===== src/rtl/exe_mem_stage_reg_pkg.sv =====
// -----------------------------------------------------------------------------
// exe_mem_stage_reg_pkg
// Shared constants for the EXE/MEM pipeline boundary.
//   STATUS_N/Z/C/V : bit positions of the flags inside the 4-bit NZCV word
//   STATUS_W       : width of the NZCV word
//   REG_ADDR_W_DEF : default destination register index width
// -----------------------------------------------------------------------------
package exe_mem_stage_reg_pkg;

  localparam int STATUS_W       = 4;
  localparam int STATUS_N       = 3;
  localparam int STATUS_Z       = 2;
  localparam int STATUS_C       = 1;
  localparam int STATUS_V       = 0;
  localparam int REG_ADDR_W_DEF = 4;

endpackage


===== src/rtl/exe_mem_stage_reg_status_register.sv =====
// -----------------------------------------------------------------------------
// status_register
// Architectural NZCV flag register.
// Ports:
//   clk        in   rising-edge clock
//   rstN       in   synchronous active-low reset (clears all flags)
//   weIn       in   write enable; the whole NZCV word is replaced
//   statusIn   in   new {N,Z,C,V}
//   statusOut  out  registered {N,Z,C,V}
// -----------------------------------------------------------------------------
module status_register
  import exe_mem_stage_reg_pkg::*;
(
  input  logic                clk,
  input  logic                rstN,
  input  logic                weIn,
  input  logic [STATUS_W-1:0] statusIn,
  output logic [STATUS_W-1:0] statusOut
);

  logic [STATUS_W-1:0] r_status;

  always_ff @(posedge clk) begin
    if (!rstN) begin
      r_status <= '0;
    end else if (weIn) begin
      r_status <= statusIn;
    end
  end

  assign statusOut = r_status;

endmodule


===== src/rtl/exe_mem_stage_reg.sv =====
// -----------------------------------------------------------------------------
// exe_mem_stage_reg
// EXE/MEM pipeline register sitting directly after the ALU. Captures the ALU
// result, store data and the EXE control bundle for the memory stage, and owns
// the architectural NZCV register that S-suffixed instructions update.
//
// Ports:
//   clk, rstN                 clock, synchronous active-low reset
//   freezeIn                  memory-stage stall: every register holds
//   flushIn                   turn the instruction in EXE into a bubble
//   validIn                   EXE holds a real, condition-passed instruction
//   sIn                       instruction writes the flags
//   wbEnIn/memREnIn/memWEnIn  control bundle, forwarded when loaded
//   destIn, ALU_ResIn, valRmIn  destination, ALU result, store data
//   statusIn                  ALU flag result {N,Z,C,V}
//   validOut, wbEnOut, memREnOut, memWEnOut, destOut, ALU_ResOut, valRmOut
//                             registered EXE/MEM contents (1-cycle latency)
//   statusRegOut              architectural NZCV
//   carryOut                  stored C flag, feeds the ALU carry input
//
// Optional build macro EXE_STAGE_STATS_EN adds retiredCntOut, freezeCntOut
// and flagUpdCntOut (32-bit wrapping event counters, cleared by reset).
//
// Stall semantics: freezeIn has priority over flushIn. A flush that arrives
// during a freeze must be held by the upstream until the freeze drops; it then
// takes effect on the first unfrozen edge.
// -----------------------------------------------------------------------------
module exe_mem_stage_reg
  import exe_mem_stage_reg_pkg::*;
#(
  parameter int N          = 32,
  parameter int REG_ADDR_W = REG_ADDR_W_DEF
) (
  input  logic                  clk,
  input  logic                  rstN,
  input  logic                  freezeIn,
  input  logic                  flushIn,
  input  logic                  validIn,
  input  logic                  sIn,
  input  logic                  wbEnIn,
  input  logic                  memREnIn,
  input  logic                  memWEnIn,
  input  logic [REG_ADDR_W-1:0] destIn,
  input  logic [N-1:0]          ALU_ResIn,
  input  logic [N-1:0]          valRmIn,
  input  logic [STATUS_W-1:0]   statusIn,
  output logic                  validOut,
  output logic                  wbEnOut,
  output logic                  memREnOut,
  output logic                  memWEnOut,
  output logic [REG_ADDR_W-1:0] destOut,
  output logic [N-1:0]          ALU_ResOut,
  output logic [N-1:0]          valRmOut,
  output logic [STATUS_W-1:0]   statusRegOut,
`ifdef EXE_STAGE_STATS_EN
  output logic [31:0]           retiredCntOut,
  output logic [31:0]           freezeCntOut,
  output logic [31:0]           flagUpdCntOut,
`endif
  output logic                  carryOut
);

  logic                  r_valid;
  logic                  r_wb_en;
  logic                  r_mem_r_en;
  logic                  r_mem_w_en;
  logic [REG_ADDR_W-1:0] r_dest;
  logic [N-1:0]          r_alu_res;
  logic [N-1:0]          r_val_rm;

  logic                  w_load;
  logic                  w_status_we;
  logic [STATUS_W-1:0]   w_status;

  // An instruction is accepted only on an unfrozen edge, when not flushed.
  assign w_load      = rstN & ~freezeIn & ~flushIn & validIn;
  assign w_status_we = w_load & sIn;

  always_ff @(posedge clk) begin
    if (!rstN) begin
      r_valid    <= 1'b0;
      r_wb_en    <= 1'b0;
      r_mem_r_en <= 1'b0;
      r_mem_w_en <= 1'b0;
      r_dest     <= '0;
      r_alu_res  <= '0;
      r_val_rm   <= '0;
    end else if (!freezeIn) begin
      if (flushIn || !validIn) begin
        // Bubble: payload is zeroed too so MEM never sees stale data.
        r_valid    <= 1'b0;
        r_wb_en    <= 1'b0;
        r_mem_r_en <= 1'b0;
        r_mem_w_en <= 1'b0;
        r_dest     <= '0;
        r_alu_res  <= '0;
        r_val_rm   <= '0;
      end else begin
        r_valid    <= 1'b1;
        r_wb_en    <= wbEnIn;
        r_mem_r_en <= memREnIn;
        r_mem_w_en <= memWEnIn;
        r_dest     <= destIn;
        r_alu_res  <= ALU_ResIn;
        r_val_rm   <= valRmIn;
      end
    end
  end

  status_register u_status_register (
    .clk       (clk),
    .rstN      (rstN),
    .weIn      (w_status_we),
    .statusIn  (statusIn),
    .statusOut (w_status)
  );

  assign validOut     = r_valid;
  assign wbEnOut      = r_wb_en;
  assign memREnOut    = r_mem_r_en;
  assign memWEnOut    = r_mem_w_en;
  assign destOut      = r_dest;
  assign ALU_ResOut   = r_alu_res;
  assign valRmOut     = r_val_rm;
  assign statusRegOut = w_status;
  // Taken from the register, so statusIn never reaches the ALU carry input
  // in the same cycle.
  assign carryOut     = w_status[STATUS_C];

`ifdef EXE_STAGE_STATS_EN
  logic [31:0] r_retired_cnt;
  logic [31:0] r_freeze_cnt;
  logic [31:0] r_flag_upd_cnt;

  always_ff @(posedge clk) begin
    if (!rstN) begin
      r_retired_cnt  <= '0;
      r_freeze_cnt   <= '0;
      r_flag_upd_cnt <= '0;
    end else begin
      if (w_load)      r_retired_cnt  <= r_retired_cnt + 32'd1;
      if (freezeIn)    r_freeze_cnt   <= r_freeze_cnt + 32'd1;
      if (w_status_we) r_flag_upd_cnt <= r_flag_upd_cnt + 32'd1;
    end
  end

  assign retiredCntOut = r_retired_cnt;
  assign freezeCntOut  = r_freeze_cnt;
  assign flagUpdCntOut = r_flag_upd_cnt;
`endif

endmodule


===== config.mk =====
export PLATFORM = sky130hd
export DESIGN_NAME = exe_mem_stage_reg
export DESIGN_NICKNAME = d
export VERILOG_FILES = /design/src/rtl/exe_mem_stage_reg_pkg.sv /design/src/rtl/exe_mem_stage_reg_status_register.sv /design/src/rtl/exe_mem_stage_reg.sv
export SDC_FILE = /design/constraint.sdc
export NUM_CORES = 1
export LEC_CHECK = 0
export ABC_AREA = 1
export BUFFER_PORTS_ARGS = -buffer_cell sky130_fd_sc_hd__buf_2
export CORE_ASPECT_RATIO = 0.6
export CORE_MARGIN = 2
export CORE_UTILIZATION = 45
export CTS_CLUSTER_DIAMETER = 100
export DETAILED_ROUTE_END_ITERATION = 16
export PLACE_DENSITY = 0.8
export RECOVER_POWER = 50
export REMOVE_ABC_BUFFERS = 1
export SYNTH_ARGS = -nofsm -noshare
export SYNTH_HDL_FRONTEND = slang
export SYNTH_SLANG_ARGS = --single-unit

===== constraint.sdc =====
create_clock -name clk -period 1.4 [get_ports clk]
set_input_delay 0.42 -clock clk [delete_from_list [all_inputs] [get_ports clk]]
set_output_delay 0.42 -clock clk [all_outputs]
set_load 0.05 [all_outputs]

==> impl_metrics.ini, run 1 <==
[status]
status = complete, no violations

[global_routing]
grt_max_degree = 73
grtUsageTotal_pct = 21.4
grt_pass1_vias = 2695
grt_pass1_wl_um = 12100
antenna_found_initial = 0
grt-ovfl-total = 0

[sta]
slew_violations = 0
setup_viol = 0
setup_tns_ns = 0
finalWorstSetupSlack_ns = 0.0322
worstMarginPinSlew_ns = 0.710
min_period_over_period_pct = 97.7
rsz0062_at_grt = yes
max-slew-margin-rel_pct = 52.7
max_freq_ghz = 0.731
fin_worst_skew_ns = 0
min_period_ns = 1.37
finalHoldViolCount = 0

[routing]
ant_nets = 0
firstDrtPassIters = 4
vias = 2944
drc_errors = 0
wire_per_inst_um = 13.7
routed_wl_um = 8040
viasPerCell = 5.01
dr.first_iter.drc_count = 178

[critical_path]
crit_path_max_incr_delay_ns = 0.35
crit_required_ns = 0.98
cp.arrival_ns = 0.95
crit_family = flip-flops
cp_num_buf_inv = 1
path_cells = buf_2
critPathKind = reg2out
cp_slowest_cell = dfxtp_1
crit_path_end_kind = output port
critPathLaunchType = flip-flop
worst-path-max-fanout = 2

[clocking]
cts_sinks = 76
post_cts_buffers = 0
cts_resized = 0
h-tree-depth = 3
clk_path_buf_depth = 2
clock_latency_ns = 0.32
clk_pin_slew_ns = 0.06
holdBufCountCts = 0
tritoncts = built
root_buffer = clkbuf_16
cts_made_buffers = 9

[pwr]
swShare_pct = 24.2
power_density_mw_per_mm2 = 1290
p_switching_w = 0.00132
combPwrFrac_pct = 12.1
p_seq_share_pct = 41.2
p_int_w = 0.00413
irDropWorstVdd_uv = 891
p_leak_nw = 1.89
pwr-share-clk_pct = 46.7

[final_layout]
utilization_pct = 63.7
multiInputGateArea_mm2 = 0.00128
layout-drive-gt1-share_pct = 45.1
area_growth_pct = 38.7
num_antenna_cells = 0
fillers = 583
finalNonFillerCells = 588
final_nets = 577
seq_area_mm2 = 0.00152
fin_area_mm2 = 0.00422

[place]
place_ws_ns = 0.0506
placed_cell_area_mm2 = 0.00391
gp_congestion = 0.746
placed_cells = 572
dp_hpwl_um = 5620
portBuffers = 157

[die]
die_w_um = 110
die-height_um = 67.7
die-area_mm2 = 0.00746
core.rowCount = 23
fp.coreArea_mm2 = 0.00662
pin_count = 158
start_util_pct = 46.0

[synth]
synth_edf_count = 0
syn_area_mm2 = 0.00304
synth_top_area_share_pct = 50.0
netlist_top_cells_count = 86 x nand2_1, 76 x dfxtp_1, 55 x a21oi_1, 42 x nand3_1, 30 x nand3_2
async_flop_share_pct = 0
ys.flop_type = dfxtp_1
yosysTopAreaCell = dfxtp_1
synthCells = 350
synth_cell_types = 16
yosysMostFrequentCell = nand2_1
yosysSeqAreaShare_pct = 50.0
yosys_warnings = 0
synthTopCellsByArea = dfxtp_1 50%, nand2_1 11%, nand3_2 9.9%
syn_area_per_cell_um2 = 8.69
synth.ff_latch_count = 76

[job]
cap_violations = 0

[worst_hold_path]
hold_path_class = in2reg
[path summary, 6_finish.rpt]
check,startpoint,endpoint,slack [ns],cells after the start
setup / recovery,valRmOut[21],valRmOut[21],0.03,1
hold / removal,statusIn[2],u_status_register.statusOut[2],0.34,3
setup reg to reg,destOut[2],destOut[2],0.72,2
hold reg to reg,ALU_ResOut[19],ALU_ResOut[19],0.45,2
[metal layers]
layer / GRT usage [%] / share of wire [%] / vias up
li1: - / - / 1466
met1: 25.2 / 41 / 1349
met2: 34.4 / 46 / 121
met3: 9.17 / 12 / 8
met4: 8.91 / 1.1 / 0
met5: 0 / 0 / -
[placed cells by master (no fill, tap or decap), drive strengths merged]
cell | netlist | layout
nand2 | 86 | 86
nor2 | 1 | 1
dfxtp | 76 | 76
nand3 | 72 | 72
clkinv | 0 | 2
a21oi | 72 | 72
inv | 6 | 6
clkbuf | 13 | 15
buf | 20 | 165
nand4 | 4 | 4
bufinv | 0 | 2
[power by group through the flow]
| stage | logic, W | registers [W] | clock network, W |
|---|---|---|---|
| floorplan | 0.000139 | 0.00247 | 0 |
| global placement | 0.000658 | 0.00229 | 0 |
| detailed placement | 0.000668 | 0.00229 | 0 |
| CTS | 0.000669 | 0.00224 | 0.00261 |
| global route | 0.000705 | 0.00225 | 0.00268 |
| finish | 0.000658 | 0.00224 | 0.00254 |
[per-stage QoR]
step | total power, W | hold slack, ns
4_1_cts | 0.00552 | 0.324
2_1_floorplan | 0.00261 | 0.560
6_report | 0.00544 | 0.337
5_1_grt | 0.00563 | 0.339
3_3_place_gp | 0.00294 | 0.446
3_5_place_dp | 0.00296 | 0.446
[registers in the layout, summed over array words and instances, names as in the netlist]
register / flops
ALU_ResOut: 32
valRmOut: 32
destOut: 4
u_status_register.statusOut: 4
memREnOut: 1
memWEnOut: 1
validOut: 1
wbEnOut: 1
[cells by family after synthesis]
family          synth area share, %
flops                          50.0
simple gates                   28.9
compound gates                 13.9
buf+inv                        7.20
[cell type report]
type	count	area share, %
Timing Repair Buffer	168	22.5
Clock inverter	4	1.66
Clock buffer	12	6.32
Tap cell	87	2.58
Inverter	6	0.534
Multi-Input combinational cell	235	30.3
Sequential cell	76	36.1
[tightest hold or removal path, cell delays in order]
cell,delay (ns)
buf_2,0.07
nand4_1,0.08
nand2_1,0.07
Note: power is estimated with default switching activity, not from simulation.
==> run 2: changes to the inputs <==
--- a/config.mk
+++ b/config.mk
@@ -5,14 +5,13 @@
 export SDC_FILE = /design/constraint.sdc
 export NUM_CORES = 1
 export LEC_CHECK = 0
-export ABC_AREA = 1
 export BUFFER_PORTS_ARGS = -buffer_cell sky130_fd_sc_hd__buf_2
 export CORE_ASPECT_RATIO = 0.6
 export CORE_MARGIN = 2
-export CORE_UTILIZATION = 45
+export CORE_UTILIZATION = 38
 export CTS_CLUSTER_DIAMETER = 100
 export DETAILED_ROUTE_END_ITERATION = 16
-export PLACE_DENSITY = 0.8
+export PLACE_DENSITY = 0.73
 export RECOVER_POWER = 50
 export REMOVE_ABC_BUFFERS = 1
 export SYNTH_ARGS = -nofsm -noshare
==> run 2 against run 1 <==
  * Hold slack worse by 0.042 ns
  * Largest cell class unchanged
  * Wire length is 25% lower
  * Critical endpoint is now statusRegOut[1]
  * Count of clock-buffer cells in the layout is 3 lower
==> impl_metrics.ini, run 2 <==
[status]
status = complete, no violations

[sta]
max-slew-margin-rel_pct = 62.4
min_period_ns = 1.38
worstMarginPinSlew_ns = 0.564
setup_tns_ns = 0
max_freq_ghz = 0.723
fin_worst_skew_ns = 0
rsz0062_at_grt = yes
setup_viol = 0
min_period_over_period_pct = 98.8
slew_violations = 0
finalHoldViolCount = 0

[place]
dp_hpwl_um = 4200
placed_cells = 412
gp_congestion = 0.735
portBuffers = 157

[die]
start_util_pct = 39.4
core.rowCount = 22
fp.coreArea_mm2 = 0.00614
die-area_mm2 = 0.00703
pin_count = 158
die_w_um = 107
die-height_um = 65.8

[synth]
yosysSeqAreaShare_pct = 63.0
async_flop_share_pct = 0
synthCells = 184
synthTopCellsByArea = dfxtp_1 63%, a22o_1 26%, buf_6 4.2%
ys.flop_type = dfxtp_1
syn_area_mm2 = 0.00242
synth_edf_count = 0
synth.ff_latch_count = 76
netlist_top_cells_count = 76 x dfxtp_1, 71 x a22o_1, 9 x buf_6, 9 x nand2_1, 8 x buf_2
synth_cell_types = 13
yosys_warnings = 0
syn_area_per_cell_um2 = 13.1
yosysMostFrequentCell = dfxtp_1
yosysTopAreaCell = dfxtp_1
synth_top_area_share_pct = 63.0

[critical_path]
r2r_end = validOut
reg2regPathDepth = 2
critPathLaunchType = flip-flop
crit_family = flip-flops
cp_num_buf_inv = 1
cp_num_cells = 1
worst-path-max-fanout = 3
crit_path_end_kind = output port
path_cells = buf_2
crit_path_max_incr_delay_ns = 0.36
crit_required_ns = 0.98
critPathKind = reg2out
cp.arrival_ns = 0.96
reg2reg_slack_ns = 0.71
cp_slowest_cell = dfxtp_1
r2r_start = validOut

[final_layout]
layout_common_cells = 111 x buf_2, 76 x dfxtp_1, 71 x a22o_1, 41 x clkbuf_4
fillers = 508
finalNonFillerCells = 426
final_nets = 420
seq_area_mm2 = 0.00152
final_common_cell = buf_2
area_growth_pct = 47.0
utilization_pct = 57.9
num_antenna_cells = 0
layout-drive-gt1-share_pct = 51.5
multiInputGateArea_um2 = 742

[routing]
drc_errors = 0
firstDrtPassIters = 4
viasPerCell = 4.71
ant_nets = 0
routed_wl_um = 6000
wire_per_inst_um = 14.1
dr.first_iter.drc_count = 129
vias = 2005

[worst_hold_path]
hold_path_class = in2reg
hold_end = valRmOut[19]
hold_start = valRmIn[19]
hold_depth = 2

[clocking]
cts_sinks = 76
cts_made_buffers = 9
h-tree-depth = 3
clk_path_buf_depth = 2
clk_pin_slew_ns = 0.07
post_cts_buffers = 0
clock_latency_ns = 0.33
root_buffer = clkbuf_8
tritoncts = built

[global_routing]
grt_max_degree = 43
grt_pass1_vias = 1911
antenna_found_initial = 0
grtUsageTotal_pct = 17.1
grt_pass1_wl_um = 9090
grt-ovfl-total = 0

[pwr]
p_leak_nw = 1.73
irDropWorstVdd_uv = 782
power_density_mw_per_mm2 = 1300

[job]
cap_violations = 0
==> run 2: changes by cell type after synthesis, moves of 13 or more <==
cell,previous run,this run
a21oi_2,17,0
a22o_1,0,71
a21oi_1,55,0
nand3_2,30,0
nand3_1,42,0
clkbuf_1,13,0
nand2_1,86,9
==> run 2: kinds of logic after synthesis <==
| family | share of synthesized area (%) |
|---|---|
| buffers and inverters | 6.37 |
| and+or+nand+nor | 2.95 |
| DFF | 63.0 |
| AOI/OAI and AO/OA | 26.0 |
| muxes | 1.66 |
==> run 2: cell type report <==
cell class / count / share of cell area (%)
Timing Repair Buffer: 163 / 26.9
Clock inverter: 5 / 2.89
Clock buffer: 9 / 3.49
Multi-Input combinational cell: 89 / 20.9
Sequential cell: 76 / 42.8
Tap cell: 84 / 2.96
==> run 2: worst register-to-register path, stage by stage, from the launching register on <==
cell and delay, ns:
dfxtp_1 0.33, nand2_1 0.05, a21boi_0 0.22
==> run 2: layer usage <==
metal | vias to the layer above | track usage [%] | routed length [um]
li1 | 1000 | - | -
met1 | 889 | 21.5 | 2720
met2 | 107 | 26.6 | 2600
met3 | 9 | 7.14 | 605
met4 | 0 | 5.84 | 76
met5 | - | 0 | 0
==> run 2: repair_timing <==
| item | in CTS | in global routing |
|---|---|---|
| gates resized for setup | 4 | 40 |
| hold buffers | 0 | 0 |
| endpoints found under the setup margin | 6 | 42 |
==> run 2: how the worst max path moves through the flow <==
stage / start / to / slack, ns
after detailed placement: freezeIn / valRmOut[5] / 0.02
after global routing: u_status_register.statusOut[1] / statusRegOut[1] / -0.02
after global placement: freezeIn / destOut[1] / 0.04
after floorplan: flushIn / ALU_ResOut[0] / -0.80
final: u_status_register.statusOut[1] / statusRegOut[1] / 0.02
after CTS: u_status_register.statusOut[1] / statusRegOut[1] / -0.003
==> run 2: stage by stage <==
| stage | instance area, um2 | hold slack [ns] | setup WS, ns | total power (W) |
|---|---|---|---|---|
| 2_1_floorplan | 2260 | 0.553 | -0.804 | 0.00257 |
| 3_3_place_gp | 3250 | 0.442 | 0.0392 | 0.00278 |
| 3_5_place_dp | 3250 | 0.447 | 0.0163 | 0.00279 |
| 4_1_cts | 3490 | 0.269 | -0.00295 | 0.00469 |
| 5_1_grt | 3550 | 0.274 | -0.0167 | 0.00483 |
| 6_report | 3550 | 0.295 | 0.0173 | 0.00463 |
==> run 2: power breakdown <==
| group | switching (W) | internal [W] | leakage [nW] |
|---|---|---|---|
| registers | 0.0000284 | 0.00222 | 0.616 |
| logic | 0.000313 | 0.000190 | 1.01 |
| clock network | 0.000727 | 0.00116 | 0.111 |
